<file path="src/rtl/layer1_conv_ctrl_if.sv">
// Handshake/bus bundle for the layer-1 convolution controller.
// master: controller side (drives reads, status and the output word).
// slave : surrounding buffers/datapath side.
// Signals: start, busy, done, in_rd_en, in_addr, w_tap, psum,
//          out_valid, out_ready, out_addr, out_data.
interface layer1_conv_ctrl_if #(
  parameter int unsigned ADDR_W = 12
);
  logic              start;
  logic              busy;
  logic              done;
  logic              in_rd_en;
  logic [ADDR_W-1:0] in_addr;
  logic [3:0]        w_tap;
  logic [127:0]      psum;
  logic              out_valid;
  logic              out_ready;
  logic [ADDR_W-1:0] out_addr;
  logic [127:0]      out_data;

  modport master (
    input  start, psum, out_ready,
    output busy, done, in_rd_en, in_addr, w_tap, out_valid, out_addr, out_data
  );

  modport slave (
    output start, psum, out_ready,
    input  busy, done, in_rd_en, in_addr, w_tap, out_valid, out_addr, out_data
  );
endinterface

</file>
<file path="src/rtl/layer1_conv_ctrl.sv">
// Layer-1 3x3 valid-convolution sequencer for the 8-lane dot-product datapath.
// Per output pixel: 9 tap reads, accumulate 8 partial-sum lanes, saturate to
// signed 16 bit, write one 128-bit word over a valid/ready port.
// Ports:
//   clk  - clock, rising edge
//   rst  - asynchronous reset, active high
//   bus  - layer1_conv_ctrl_if.master (start/busy/done, tap reads, psum in,
//          output word handshake)
// Build option: define LAYER1_RELU_EN to clamp negative results to zero
// after saturation; otherwise the saturated signed value passes through.
module layer1_conv_ctrl #(
  parameter int unsigned IMG_W  = 8,
  parameter int unsigned IMG_H  = 8,
  parameter int unsigned ADDR_W = 12,
  parameter int unsigned ACC_W  = 20
) (
  input  logic                clk,
  input  logic                rst,
  layer1_conv_ctrl_if.master  bus
);

  localparam int unsigned LANES  = 8;
  localparam int unsigned LANE_W = 16;
  localparam int unsigned COL_W  = $clog2(IMG_W);
  localparam int unsigned ROW_W  = $clog2(IMG_H);
  localparam int unsigned OUT_W  = IMG_W - 2;

  localparam logic [3:0]             TAP_LAST = 4'd8;
  localparam logic signed [ACC_W-1:0] SAT_MAX = ACC_W'(32'sd32767);
  localparam logic signed [ACC_W-1:0] SAT_MIN = ACC_W'(-32'sd32768);

  typedef enum logic [2:0] {
    S_IDLE,
    S_FETCH,
    S_DRAIN,
    S_WRITE,
    S_DONE
  } state_e;

  state_e state_q, state_d;

  logic [3:0]       tap_q, tap_d;
  logic [1:0]       kx_q, kx_d;
  logic [1:0]       ky_q, ky_d;
  logic [COL_W-1:0] col_q, col_d;
  logic [ROW_W-1:0] row_q, row_d;

  logic              busy_q, busy_d;
  logic              done_q, done_d;
  logic              rd_en_q, rd_en_d;
  logic [ADDR_W-1:0] in_addr_q, in_addr_d;
  logic [3:0]        w_tap_q, w_tap_d;
  logic              out_valid_q, out_valid_d;
  logic [ADDR_W-1:0] out_addr_q, out_addr_d;
  logic [127:0]      out_data_q, out_data_d;

  // Delayed read strobe: psum for a read arrives one cycle later.
  logic rd_pend_q;
  logic first_pend_q;

  logic signed [ACC_W-1:0] acc_q [LANES];
  logic signed [ACC_W-1:0] acc_d [LANES];
  logic signed [ACC_W-1:0] lane_ext;

  logic last_pix;

  // Saturate one accumulator lane to signed 16 bit (optionally ReLU).
  function automatic logic [LANE_W-1:0] sat_lane(input logic signed [ACC_W-1:0] a);
    logic [LANE_W-1:0] r;
    if (a > SAT_MAX) begin
      r = 16'h7FFF;
    end else if (a < SAT_MIN) begin
      r = 16'h8000;
    end else begin
      r = a[LANE_W-1:0];
    end
`ifdef LAYER1_RELU_EN
    if (r[LANE_W-1]) begin
      r = '0;
    end
`endif
    return r;
  endfunction

  assign last_pix = (row_q == ROW_W'(IMG_H - 3)) && (col_q == COL_W'(IMG_W - 3));

  // Next-state and counter sequencing.
  always_comb begin
    state_d = state_q;
    tap_d   = tap_q;
    kx_d    = kx_q;
    ky_d    = ky_q;
    col_d   = col_q;
    row_d   = row_q;
    case (state_q)
      S_IDLE: begin
        if (bus.start) begin
          state_d = S_FETCH;
          tap_d   = '0;
          kx_d    = '0;
          ky_d    = '0;
          col_d   = '0;
          row_d   = '0;
        end
      end
      S_FETCH: begin
        if (tap_q == TAP_LAST) begin
          state_d = S_DRAIN;
        end else begin
          tap_d = tap_q + 4'd1;
          // ky major, kx minor
          if (kx_q == 2'd2) begin
            kx_d = '0;
            ky_d = ky_q + 2'd1;
          end else begin
            kx_d = kx_q + 2'd1;
          end
        end
      end
      S_DRAIN: begin
        state_d = S_WRITE;
      end
      S_WRITE: begin
        if (bus.out_ready) begin
          tap_d = '0;
          kx_d  = '0;
          ky_d  = '0;
          if (last_pix) begin
            state_d = S_DONE;
          end else begin
            state_d = S_FETCH;
            if (col_q == COL_W'(IMG_W - 3)) begin
              col_d = '0;
              row_d = row_q + ROW_W'(1);
            end else begin
              col_d = col_q + COL_W'(1);
            end
          end
        end
      end
      S_DONE: begin
        state_d = S_IDLE;
      end
      default: begin
        state_d = S_IDLE;
      end
    endcase
  end

  // Per-lane accumulate; tap 0 product overwrites the previous pixel's sum.
  always_comb begin
    lane_ext = '0;
    for (int n = 0; n < LANES; n++) begin
      lane_ext = ACC_W'(signed'(bus.psum[LANE_W*n +: LANE_W]));
      acc_d[n] = acc_q[n];
      if (rd_pend_q) begin
        acc_d[n] = first_pend_q ? lane_ext : acc_q[n] + lane_ext;
      end
    end
  end

  // Registered outputs, derived from the upcoming state so they line up with it.
  always_comb begin
    busy_d      = (state_d == S_FETCH) || (state_d == S_DRAIN) || (state_d == S_WRITE);
    done_d      = (state_d == S_DONE);
    rd_en_d     = (state_d == S_FETCH);
    out_valid_d = (state_d == S_WRITE);
    in_addr_d   = in_addr_q;
    w_tap_d     = w_tap_q;
    out_addr_d  = out_addr_q;
    out_data_d  = out_data_q;
    if (rd_en_d) begin
      in_addr_d = (ADDR_W'(row_d) + ADDR_W'(ky_d)) * ADDR_W'(IMG_W)
                + ADDR_W'(col_d) + ADDR_W'(kx_d);
      w_tap_d   = tap_d;
    end
    // The last product lands during DRAIN; capture the finished word then.
    if (state_q == S_DRAIN) begin
      out_addr_d = ADDR_W'(row_q) * ADDR_W'(OUT_W) + ADDR_W'(col_q);
      for (int n = 0; n < LANES; n++) begin
        out_data_d[LANE_W*n +: LANE_W] = sat_lane(acc_d[n]);
      end
    end
  end

  // State, counters, datapath and output registers.
  always_ff @(posedge clk or posedge rst) begin
    if (rst) begin
      state_q      <= S_IDLE;
      tap_q        <= '0;
      kx_q         <= '0;
      ky_q         <= '0;
      col_q        <= '0;
      row_q        <= '0;
      busy_q       <= 1'b0;
      done_q       <= 1'b0;
      rd_en_q      <= 1'b0;
      in_addr_q    <= '0;
      w_tap_q      <= '0;
      out_valid_q  <= 1'b0;
      out_addr_q   <= '0;
      out_data_q   <= '0;
      rd_pend_q    <= 1'b0;
      first_pend_q <= 1'b0;
      for (int n = 0; n < LANES; n++) begin
        acc_q[n] <= '0;
      end
    end else begin
      state_q      <= state_d;
      tap_q        <= tap_d;
      kx_q         <= kx_d;
      ky_q         <= ky_d;
      col_q        <= col_d;
      row_q        <= row_d;
      busy_q       <= busy_d;
      done_q       <= done_d;
      rd_en_q      <= rd_en_d;
      in_addr_q    <= in_addr_d;
      w_tap_q      <= w_tap_d;
      out_valid_q  <= out_valid_d;
      out_addr_q   <= out_addr_d;
      out_data_q   <= out_data_d;
      rd_pend_q    <= rd_en_q;
      first_pend_q <= (w_tap_q == 4'd0);
      for (int n = 0; n < LANES; n++) begin
        acc_q[n] <= acc_d[n];
      end
    end
  end

  assign bus.busy      = busy_q;
  assign bus.done      = done_q;
  assign bus.in_rd_en  = rd_en_q;
  assign bus.in_addr   = in_addr_q;
  assign bus.w_tap     = w_tap_q;
  assign bus.out_valid = out_valid_q;
  assign bus.out_addr  = out_addr_q;
  assign bus.out_data  = out_data_q;

endmodule

</file>
<file path="src/flat_wrapper.sv">
// flat-port wrapper written by rule: the top's interface ports become plain ports
module layer1_conv_ctrl_flat 
#(
  parameter int unsigned IMG_W  = 8,
  parameter int unsigned IMG_H  = 8,
  parameter int unsigned ADDR_W = 12,
  parameter int unsigned ACC_W  = 20
)
  (clk, rst, bus_start, bus_psum, bus_out_ready, bus_busy, bus_done, bus_in_rd_en, bus_in_addr, bus_w_tap, bus_out_valid, bus_out_addr, bus_out_data);
  layer1_conv_ctrl_if #(.ADDR_W(ADDR_W)) bus_i ();
  input  logic clk;
  input  logic rst;
  input wire logic [$bits(bus_i.start)-1:0] bus_start;
  input wire logic [$bits(bus_i.psum)-1:0] bus_psum;
  input wire logic [$bits(bus_i.out_ready)-1:0] bus_out_ready;
  output wire logic [$bits(bus_i.busy)-1:0] bus_busy;
  output wire logic [$bits(bus_i.done)-1:0] bus_done;
  output wire logic [$bits(bus_i.in_rd_en)-1:0] bus_in_rd_en;
  output wire logic [$bits(bus_i.in_addr)-1:0] bus_in_addr;
  output wire logic [$bits(bus_i.w_tap)-1:0] bus_w_tap;
  output wire logic [$bits(bus_i.out_valid)-1:0] bus_out_valid;
  output wire logic [$bits(bus_i.out_addr)-1:0] bus_out_addr;
  output wire logic [$bits(bus_i.out_data)-1:0] bus_out_data;
  assign bus_i.start = bus_start;
  assign bus_i.psum = bus_psum;
  assign bus_i.out_ready = bus_out_ready;
  assign bus_busy = bus_i.busy;
  assign bus_done = bus_i.done;
  assign bus_in_rd_en = bus_i.in_rd_en;
  assign bus_in_addr = bus_i.in_addr;
  assign bus_w_tap = bus_i.w_tap;
  assign bus_out_valid = bus_i.out_valid;
  assign bus_out_addr = bus_i.out_addr;
  assign bus_out_data = bus_i.out_data;
  layer1_conv_ctrl #(.IMG_W(IMG_W), .IMG_H(IMG_H), .ADDR_W(ADDR_W), .ACC_W(ACC_W)) u_core (.clk(clk), .rst(rst), .bus(bus_i));
endmodule
</file>
<file path="config.mk">
export PLATFORM = sky130hd
export DESIGN_NAME = layer1_conv_ctrl_flat
export DESIGN_NICKNAME = d
export VERILOG_FILES = /design/src/rtl/layer1_conv_ctrl_if.sv /design/src/rtl/layer1_conv_ctrl.sv /design/src/flat_wrapper.sv
export SDC_FILE = /design/constraint.sdc
export NUM_CORES = 1
export LEC_CHECK = 0
export BUFFER_PORTS_ARGS = -buffer_cell sky130_fd_sc_hd__buf_4
export CAP_MARGIN = 20
export CORE_MARGIN = 1
export CORE_UTILIZATION = 40
export DETAILED_ROUTE_END_ITERATION = 8
export GPL_TIMING_DRIVEN = 0
export SYNTH_ARGS = -nofsm -noshare
export SYNTH_HDL_FRONTEND = slang
export SYNTH_SLANG_ARGS = --single-unit
export TNS_END_PERCENT = 20
</file>
<file path="constraint.sdc">
create_clock -name clk -period 36.9 [get_ports clk]
set_input_delay 9.225 -clock clk [delete_from_list [all_inputs] [get_ports clk]]
set_output_delay 9.225 -clock clk [all_outputs]
set_load 0.02 [all_outputs]
</file>
* After elaboration in Yosys (flattened, before gate mapping)
Index checks and enable logic that the tools add are counted.
** Storage, ports and cells
- Input bits :: 132
- Register bits after elaboration :: 339
** Operators by class
- Multiply operators :: 1
- Reductions and logical operators :: 5
- $lt $le $gt $ge :: 16
- Equal/unequal tests :: 11
- Muxes and demuxes :: 61
- Add/sub/neg operators :: 17
** Operators by type and width (count)
- 20-bit two-way mux :: 16
- 16-bit two-way mux :: 16
- 20-bit by 16-bit adder with 20-bit output :: 8
- 20-bit by 16-bit > comparator with 1-bit output (second input constant) :: 8
- 20-bit by 16-bit < comparator with 1-bit output (second input constant) :: 8
- 3-bit two-way mux :: 12
- 2-bit two-way mux :: 8
- 12-bit by 2-bit adder with 12-bit output :: 1
- 12-bit by 3-bit adder with 12-bit output :: 1
- 3-bit by 2-bit equality test with 1-bit output (second input constant) :: 4
- 4-bit two-way mux :: 3
- 2-bit one-hot mux with 3 select lines :: 2
- 3-bit one-hot mux with 2 select lines :: 2
- 3-bit one-hot mux with 4 select lines :: 1
- 4-bit one-hot mux with 3 select lines :: 1
- 3-bit equality test (second input constant) :: 3
- 6-bit by 3-bit adder with 7-bit output :: 1
- 3-bit by 1-bit adder with 3-bit output (second input constant) :: 2
- 3-bit by 1-bit equality test with 1-bit output (second input constant) :: 2
- 3-bit by 2-bit multiplier with 5-bit output (second input constant) :: 1
- 2-bit by 1-bit adder with 2-bit output (second input constant) :: 2
- 3-bit by 2-bit adder with 4-bit output :: 1
- 4-bit by 1-bit adder with 4-bit output (second input constant) :: 1
- 4-bit equality test (second input constant) :: 1
- 5 further kinds :: 6

* Logic depth before layout (Yosys ltp)
Gate-level depths: netlist (run 1).
- Depth after elaboration :: 8
- Mapped depth :: 15

* Least setup slack after synthesis (run 1)
OpenSTA, ideal clock, no wires.
- Kind :: input port to flip-flop
- Start point :: input port bus_psum[0]
- End point :: register u_core.out_data_q[0], in the netlist u_core.bus.out_data[0]
- Path buffers :: 1
- Arrival time :: 12042 ps
- Data required time :: 36771 ps
- Cell stages on the path :: 13
- Slack :: 24729 ps
- Cells stage by stage :: ha_1 > fa_1 > a211oi_1 > nor4_1 > o31a_1 > a221o_1 > a21oi_1 > xor2_1 > a21oi_1 > nor4_1 > o21a_1 > buf_2 > o22ai_1
** RTL lines
- from (decl) :: RTL line flat_wrapper.sv:14 : input wire logic [$bits(bus_i.psum)-1:0] bus_psum;
- to (signal assigned) :: RTL line layer1_conv_ctrl.sv:222 : out_data_q <= out_data_d;
- to (decl) :: RTL line layer1_conv_ctrl.sv:55 : logic [127:0] out_data_q, out_data_d;

* Worst setup path after layout (run 1)
- Start point :: input port bus_psum[16]
- End point :: register u_core.out_data_q[22], in the netlist u_core.bus.out_data[22]
** Between the ends
- Longest elaborated chain between the ends :: 6
** RTL lines
- 20-bit by 16-bit adder with 20-bit output :: RTL line layer1_conv_ctrl.sv:157 : acc_d[n] = first_pend_q ? lane_ext : acc_q[n] + lane_ext;
- 20-bit two-way mux (*) :: RTL line layer1_conv_ctrl.sv:157
- 20-bit two-way mux (*) :: RTL line layer1_conv_ctrl.sv:156 : if (rd_pend_q) begin
- 20-bit by 16-bit < comparator with 1-bit output :: RTL line layer1_conv_ctrl.sv:72 : end else if (a < SAT_MIN) begin
- 16-bit two-way mux :: RTL line layer1_conv_ctrl.sv:72
- 16-bit two-way mux (*) :: RTL line layer1_conv_ctrl.sv:70 : if (a > SAT_MAX) begin
Every way passes the cells marked *; elsewhere a longest branch is shown, timed or not.
A chain may end at the register's enable or synchronous reset.

==> metrics list, run 1 <==
- Synth Warn #: 0
- Post-CTS timing repair inserted 0 buffers for setup.
- Total of hold buffers inserted after clock tree synthesis: 0
- After synthesis, the share of flip-flops with an asynchronous set or reset is 100%.
- The H-tree was split into 2 levels.
- Clock Tree Buf Depth: 3
- Largest family of logic cells by synthesized area: compound AO/OA/AOI/OAI gates
- Clock tree synthesis inserted a total of 41 buffers.
- Once the clock tree was built, the resizer swapped 0 gates to a different size.
- Wire length of the first global-routing pass: 120 mm
- Sequential cell area: 8260 µm²
* Crit path setup slack, layout: 24.27 ns
- Compared with the post-synthesis result, the final layout area differs by 20.3%.
- Averaged over all synthesized cells, the footprint is 8.63 µm².
* Top-count cell post-synth: dfrtp_1
* Library cell contributing the largest single delay on the critical path: a2111oi_0
- Number of global-route vias before repair: 20400
* Clock slew seen by the registers of the worst setup and hold paths: 0.06 ns
* Post-synthesis compound-gate area fraction: 24.9%
* Worst-path fanout max: 10
- Counting the fill cells in the layout gives 5200.
* Number of violations reported at the end of detailed-routing iteration 0: 1712
- The worst pin sits at a relative slew slack of 21.1%.
* Xor/xnor cell area share of the yosys netlist: 4.36%
* Non-filler instance count after layout: 3623
* Final cycle utilization of the critical path: 34.2%
* Most frequent cells after synthesis: 330 x dfrtp_1, 316 x nor2_1, 276 x nand2_1
- TritonCTS built the clock tree.
- Worst IR Drop VDD: 0.0427 mV
- Overall power consumption after layout is estimated at 0.00279 W.
- Setup violations remaining at the end of the flow were counted as 0.
- During I/O placement, the number of pins put on the boundary was 292.
- Sequential area share after synthesis: 37.4%
* Number of hold-slack violations in the final timing report: 0
- Largest area contributor in the synthesized netlist: dfrtp_1
* Post-layout nets: 3210
- Buffers placed on the I/O ports in this run total 282.
- Number of enable flip-flop cells after synthesis: 0
- The number of antenna violations at the first check in global routing is 3.
* Delay of the slowest critical-path stage: 0.76 ns
* Buffers & Inverters on Critical Path: 2
* Total placed cells including tap cells: 3554
* Top achievable clock speed: 0.0792 GHz
- Summed over all layers, the global routing overflow is 0.
- Reg2Reg Depth: 9
* Mux cell area share after synthesis: 2.22%
- Commonest register cell after synthesis: dfrtp_1
- For this configuration, the core starts out at a cell density of 40.7%.
* Arithmetic-cell share of the synthesized area counting full adders, half adders and majority gates: 10.4%
- Via density per instance: 5.87
* Number of instances on the worst hold path: 0
- Global routing used 27.6% of the available tracks across all layers.
- Setup repair after global routing left no endpoint under its margin.
* Routability-driven placement congestion ratio: 0.924
- Post-DP HPWL: 59.0 mm
- Hold Path Sink: u_core.rd_pend_q
* Netlist cell types: 93
- After synthesis the cells add up to 22100 µm².
- Final Routed Wirelength: 79.1 mm
- Startpoint Class: input port
- The cell family contributing the most delay on the critical path is compound AO/OA/AOI/OAI gates.
- Pins over their slew limit: 0
- Dividing total power by cell area gives a power density of 105 nW/µm².
- Number of storage elements in the synthesis netlist: 330
* Result of the run: completed
- The number of antenna diodes in the final layout is 0.
- Timing analysis after detailed placement gives a worst setup slack of 23.76 ns.
- Latest clock arrival within the worst-skew pair: 0.57 ns
- Number of instances in the synthesized netlist: 2562
- The die covers 56200 µm².
- Reg2reg setup slack: 32.02 ns
* Class of the most critical hold timing path: register to register
- In the final layout, the multi-input gates occupy 13000 µm².
- Std cell rows: 85
- Clk root buf: clkbuf_16
- Cells with a size suffix above 1 make up 14.9% of the layout.
* Critical R2R Launch: u_core.rd_pend_q
* Number of antenna-violating nets in the routed design: 0
- CP Data Required Time: 37.32 ns
- The worst register-to-register path ends at u_core.bus.out_data[72].
- In the routed design, unresolved DRC markers number 0.
- The critical path goes through buf_4 -> ha_1 -> fa_1 -> a21oi_1 -> o22ai_1 -> o21ai_1 -> o211ai_1 -> o21ai_0 -> nor3_1 -> a2111oi_0 -> a41o_1 -> or2_2 -> buf_2 -> o311ai_0.
- Entering global routing, the biggest net connects 122 pins.
- Sort of element at the end of the critical path: register
- Leakage Power: 11.9 nW
- TritonRoute pass-1 iters: 5
* Fraction of the mapped netlist area in simple logic gates: 16.7%
- The startpoint identified for the worst hold timing path is u_core.bus.in_rd_en.
- Top cell type's share of synthesized area: 37.4%
* Via count: 21300
* Actual transition at the worst max-transition pin: 1.18 ns
* Post-detailed-route wirelength per cell: 21.8 µm
- The die is 237 µm wide.
- CTS saw 330 sinks.
- Summed over all failing endpoints, the final setup total negative slack is 0 ns.
* Largest cells by area after synthesis: dfrtp_1 37%, ha_1 9.3%, a21oi_1 5.6%, nor2_1 5.4%, nand2_1 4.7%
- Between clock sinks in the finished design, the worst skew comes to 0.0284 ns.
* Final period demand of the worst path: 12.63 ns
- Maximum Capacitance Violations: 0
- Die Span Y: 237 µm
- Worst endpoint data arrival time: 13.05 ns
* Std-Cell Core Area: 54200 µm²
- Crit Path Category: input port to register
[cell families after synthesis]
group,Yosys count
multiplexers,47
AND/OR/NAND/NOR,831
flip-flops,330
XOR/XNOR,110
AO/OA/AOI/OAI,844
buffers and inverters,223
other,1
adder cells (fa/ha/maj),176
[through the flow]
step,hold WS (ns),instance area [µm²],util [%]
CTS,0.440,26600,49.0
detailed placement,0.422,25300,46.6
finish,0.428,26600,49.0
global placement,0.423,25100,46.3
global route,0.436,26600,49.0
floorplan,0.465,22100,-
[layout by cell type, fill, tap and decap left out, types with 45 or more instances in the layout]
cell type,synthesis,layout
xor2_1,46,46
a21oi_1,246,246
o21ai_0,164,164
nand3_1,45,45
ha_1,164,164
a21o_1,57,57
buf_4,10,292
inv_1,98,97
nor2_1,316,316
xnor2_1,64,64
nand2_1,276,276
clkbuf_1,77,87
dfrtp_1,330,330
a31oi_1,59,59
[layer usage]
metal / track usage, % / vias up / part of all wire, %
li1: - / 9968 / -
met1: 37.7 / 10400 / 44
met2: 45.3 / 772 / 46
met3: 3.92 / 142 / 6.7
met4: 8.31 / 6 / 2.9
met5: 0 / - / 0.048
[worst max-delay path by stage]
stage | from | to | slack (ns) | cells past startpoint
floorplan | rst | u_core.acc_q[0] | 18.54 | 1
global placement | rst | u_core.acc_q[89] | 14.24 | 2
detailed placement | bus_psum[16] | u_core.bus.out_data[22] | 23.76 | 14
CTS | bus_psum[16] | u_core.bus.out_data[22] | 24.38 | 14
global route | bus_psum[16] | u_core.bus.out_data[22] | 23.90 | 14
finish | bus_psum[16] | u_core.bus.out_data[22] | 24.27 | 14
[final cells by class]
type                    instances  area share, %
clock inverters                10          0.536
inverters                      99           1.43
well taps                     696           3.28
clock buffers                  58           4.40
repair buffers                289           8.50
plain buffers                 124           1.99
flip-flops and latches        330           31.1
multi-input cells            2017           48.8
[sequential cells by signal, summed over array words and instances (netlist names)]
| register | count |
|---|---|
| u_core.acc_q | 160 |
| u_core.bus.busy | 1 |
| u_core.bus.done | 1 |
| u_core.bus.in_addr | 8 |
| u_core.bus.in_rd_en | 1 |
| u_core.bus.out_addr | 7 |
| u_core.bus.out_data | 128 |
| u_core.bus.out_valid | 1 |
| u_core.bus.w_tap | 4 |
| u_core.col_q | 3 |
| u_core.first_pend_q | 1 |
| u_core.kx_q | 2 |
| u_core.ky_q | 2 |
| u_core.rd_pend_q | 1 |
| u_core.row_q | 3 |
| u_core.state_q | 3 |
| u_core.tap_q | 4 |
[where the power goes]
group          internal (W)  switching [W]  total [W]
Clock              0.000241       0.000166   0.000407
Sequential         0.000532       0.000111   0.000642
Combinational      0.000672        0.00106    0.00174
(Power assumes the default switching activity.)
==> run 2: changes to the inputs <==
ABC_AREA = 1   (was not set)
clock period = 10.6 ns   (was 36.9 ns; I/O delays follow)
==> metrics list, run 2 <==
- The flow ran to the end, but the final reports show violations.
- Violations in the final reports: design-rule violations
- Register with the most flip-flops: u_core.acc_q
- Via count: 23300 (+9.4%)
- Non-filler instance count after layout: 4454 (+23%)
- Reg2reg setup slack: 7.48 ns (-24.54 ns)
- Critical R2R Launch: u_core.rd_pend_q
- Overall track demand over capacity in global routing: 26.4% (-1.2 points)
- Buffer count from post-CTS setup fixing: 0 (unchanged)
- Worst endpoint data arrival time: 5.19 ns (-7.86 ns)
- The pin count of the biggest net entering global routing is 42 (-66%).
* CP Data Required Time: 11.04 ns (-26.28 ns)
- Total of hold buffers inserted after clock tree synthesis: 0 (unchanged)
- The clock period could shrink to 4.75 ns.
* Power, Total: 0.0108 W (+290%)
- The row count was 89 (+4.7%).
- Final hold slack: 0.422 ns (-0.00692 ns)
- Number of hold-slack violations in the final timing report: 0 (unchanged)
* TritonCTS clock tree: built
* Post-synthesis cell area: 24000 µm² (+8.4%)
* Final cycle utilization of the critical path: 44.8%
* Number of global-route vias before repair: 22300 (+9.2%)
* Number of antenna-violating nets in the routed design: 0 (unchanged)
- Latest clock arrival within the worst-skew pair: 0.59 ns (+0.02 ns)
* Sum of negative setup slack: 0 ns (unchanged)
- The library cells used most frequently in the layout, excluding fill and tap cells, are 856 x nand2_1, 428 x a21oi_1, 408 x nor2_1, 330 x dfrtp_1, 295 x buf_4.
- The fraction of final layout cells sized beyond drive strength 1 is 17.6% (+2.7 points).
- Number of violations reported at the end of detailed-routing iteration 0: 1762 (+2.9%)
* Final Routed Wirelength: 81.2 mm (+2.6%)
- The flip-flop count of the largest register, all copies and words added was 160 (unchanged).
- The floorplan core area was 59100 µm² (+9.0%).
- Setup repair after global routing left no endpoint under its margin.
* Initial core utilization: 40.5% (-0.22 points)
* Crit Path Category: input port to register
* Wire length of the first global-routing pass: 125 mm (+4.1%)
- CTS placed an instance of clkbuf_16 at the clock tree root.
* Growth of design area from synthesis to finish: 19.4%
- The number of top-level pins came to 292 (unchanged).
- The post-detailed-route via-to-cell ratio is 5.23 (-11%).
* Maximum Capacitance Violations: 0 (unchanged)
* Total congestion overflow after global routing: 0 (unchanged)
* Clock Tree Buf Depth: 3 (unchanged)
- In the post-synthesis netlist, the cell with the most instances is nand2_1.
- Final standard cell utilization of the core: 48.4% (-0.64 points)
* Setup-violating endpoint count in the final report: 0 (unchanged)
- The clock-pin slew of the registers on the worst-case setup and hold paths is 0.06 ns (about the same).
- Power density of the placed cells: 379 nW/µm² (+260%)
* Post-route clock skew: 0.0339 ns (+0.00547 ns)
* Routability-driven placement congestion ratio: 0.950 (+2.9%)
- The maximum net fanout on the critical path is 10 (unchanged).
* Largest area contributor in the synthesized netlist: dfrtp_1
- Startpoint Class: input port
- Most frequent cells after synthesis: 856 x nand2_1, 428 x a21oi_1, 408 x nor2_1
- Commonest register cell after synthesis: dfrtp_1
- The H-tree depth is 2 (unchanged).
- Clock Sinks: 330 (unchanged)
- The fraction of the yosys area taken by sequential cells is 34.5% (-2.9 points).
- The async set or reset register ratio after synthesis was 100% (unchanged).
- End point of the critical path: u_core.bus.out_data[41]
- The count of synthesis-stage warnings from yosys came to 0 (unchanged).
* Sort of element at the end of the critical path: register
- The count of flip-flops with a built-in enable after synthesis is 0 (unchanged).
- Leakage Power: 14.1 nW (+18%)
* Largest cells by area after synthesis: dfrtp_1 34%, nand2_1 13%, a21oi_1 8.9%, ha_1 8.6%, nor2_1 6.4%
* Total placed cells including tap cells: 4380 (+23%)
- The number of antenna violations at the first check in global routing is 9 (+6).
- Most frequent standard cell in the layout excluding fill and tap cells: nand2_1
* Chip width: 247 µm (+4.1%)
- The distinct cell type count after synthesis is 53 (-43%).
- The measured slew at the worst slew-check pin was 1.26 ns (+0.0781 ns).
- Top cell type's share of synthesized area: 34.5% (-2.9 points)
- The per-cell routed wire length is 18.2 µm (-17%).
- DRC errors left: 34 (+34)
- Die Span Y: 247 µm (+4.1%)
- Reg2Reg Depth: 7 (-2)
- The instance count of the mapped netlist came to 3309 (+29%).
- Post-layout nets: 3957 (+23%)
- The synthesized area divided by synthesized cell count was 7.24 µm² (-16%).
- Pins over their slew limit: 0 (unchanged)
- Critical path origin: bus_psum[32]
- The die outline area is 60900 µm² (+8.4%).
* Worst IR Drop VDD: 0.155 mV (+260%)
- In this run the worst hold path is classified as register to register.
- The total half-perimeter wirelength after legalization and detailed placement is 62.1 mm (+5.3%).
- The fill cell instance count of the final layout was 5974 (+15%).
- The first-pass iteration count of the detailed router was 7 (+2).
- The count of cells resized by post-cts repair was 0 (unchanged).
- The number of buffers added on ports was 282 (unchanged).
* Critical register-to-register path endpoint: u_core.bus.out_data[33]
- Inserted Clock Buffers: 40 (-2.4%)
* Worst slew margin relative to its limit: 15.9% (-5.2 points)
* Number of storage elements in the synthesis netlist: 330 (unchanged)
- Static timing analysis puts the maximum clock frequency at 0.211 GHz.
run 2: changes by cell type after synthesis, sizes merged, moves of 34 or more:
cell    change
a21o       -49
nor2      +106
o22ai      -34
a31oi      -47
a211oi     -39
clkbuf     -35
a21oi     +269
a221o      -38
nand2     +651
nand3     +134
inv       +162
run 2: critical path, stage by stage:
cell	delay [ns]
buf_4	0.11
ha_1	0.22
inv_1	0.07
fa_1	0.39
inv_1	0.14
nand3_1	0.09
nand3_1	0.12
nand2_1	0.08
nand2_1	0.14
nand2_1	0.10
nand3_1	0.08
nand3_1	0.08
nand2_1	0.06
nand2_1	0.09
nor2_2	0.13
nand3_2	0.09
a21oi_4	0.28
buf_6	0.22
a21oi_2	0.07
run 2: layout make-up:
cell class | count | area (µm²) | area share (%)
Timing Repair Buffer | 290 | 2280 | 7.96
Buffer | 108 | 621 | 2.17
Clock buffer | 55 | 1170 | 4.09
Multi-Input combinational cell | 2616 | 14100 | 49.4
Inverter | 263 | 991 | 3.46
Sequential cell | 330 | 8260 | 28.9
Tap cell | 773 | 967 | 3.38
Clock inverter | 18 | 188 | 0.656
Antenna cell | 1 | 2.50 | 0.00875
run 2: metal layers:
metal | wire, µm | GRT usage, % | vias to the layer above
li1 | - | - | 11600
met3 | 5110 | 4.07 | 116
met5 | 80 | 0 | -
met2 | 36400 | 42.4 | 600
met4 | 1960 | 7.33 | 12
met1 | 37600 | 36.7 | 11000
run 2: cell families (layout without fill, tap and decap cells):
family / after synthesis / in the layout / synth area share (%)
AO/OA/AOI/OAI: 713 / 713 / 16.9
XOR/XNOR: 94 / 94 / 3.44
adder cells (fa/ha/maj): 176 / 176 / 9.56
buffers and inverters: 371 / 734 / 6.71
flip-flops: 330 / 330 / 34.5
other: 1 / 10 / 0.0156
AND/OR/NAND/NOR: 1624 / 1624 / 28.9
run 2: worst min-delay path by stage:
stage                        startpoint                end  slack (ns)  cells past startpoint
floorplan             u_core.acc_q[120]  u_core.acc_q[120]        0.48                      2
detailed placement  u_core.bus.in_rd_en   u_core.rd_pend_q        0.44                      0
global route        u_core.bus.in_rd_en   u_core.rd_pend_q        0.44                      0
finish              u_core.bus.in_rd_en   u_core.rd_pend_q        0.42                      0
global placement    u_core.bus.in_rd_en   u_core.rd_pend_q        0.42                      0
CTS                 u_core.bus.in_rd_en   u_core.rd_pend_q        0.45                      0
run 2: per-stage QoR:
step / setup slack, ns / cell area [µm²]
floorplan: 3.54 / 24000
CTS: 5.90 / 28600
detailed placement: 5.30 / 27200
finish: 5.85 / 28600
global route: 5.66 / 28600
global placement: 1.26 / 27100
run 2: power by group:
part / switching [W] / internal [W]
sequential: 0.000382 / 0.00188
combinational: 0.00469 / 0.00244
clock: 0.000589 / 0.000848
total: 0.00566 / 0.00517
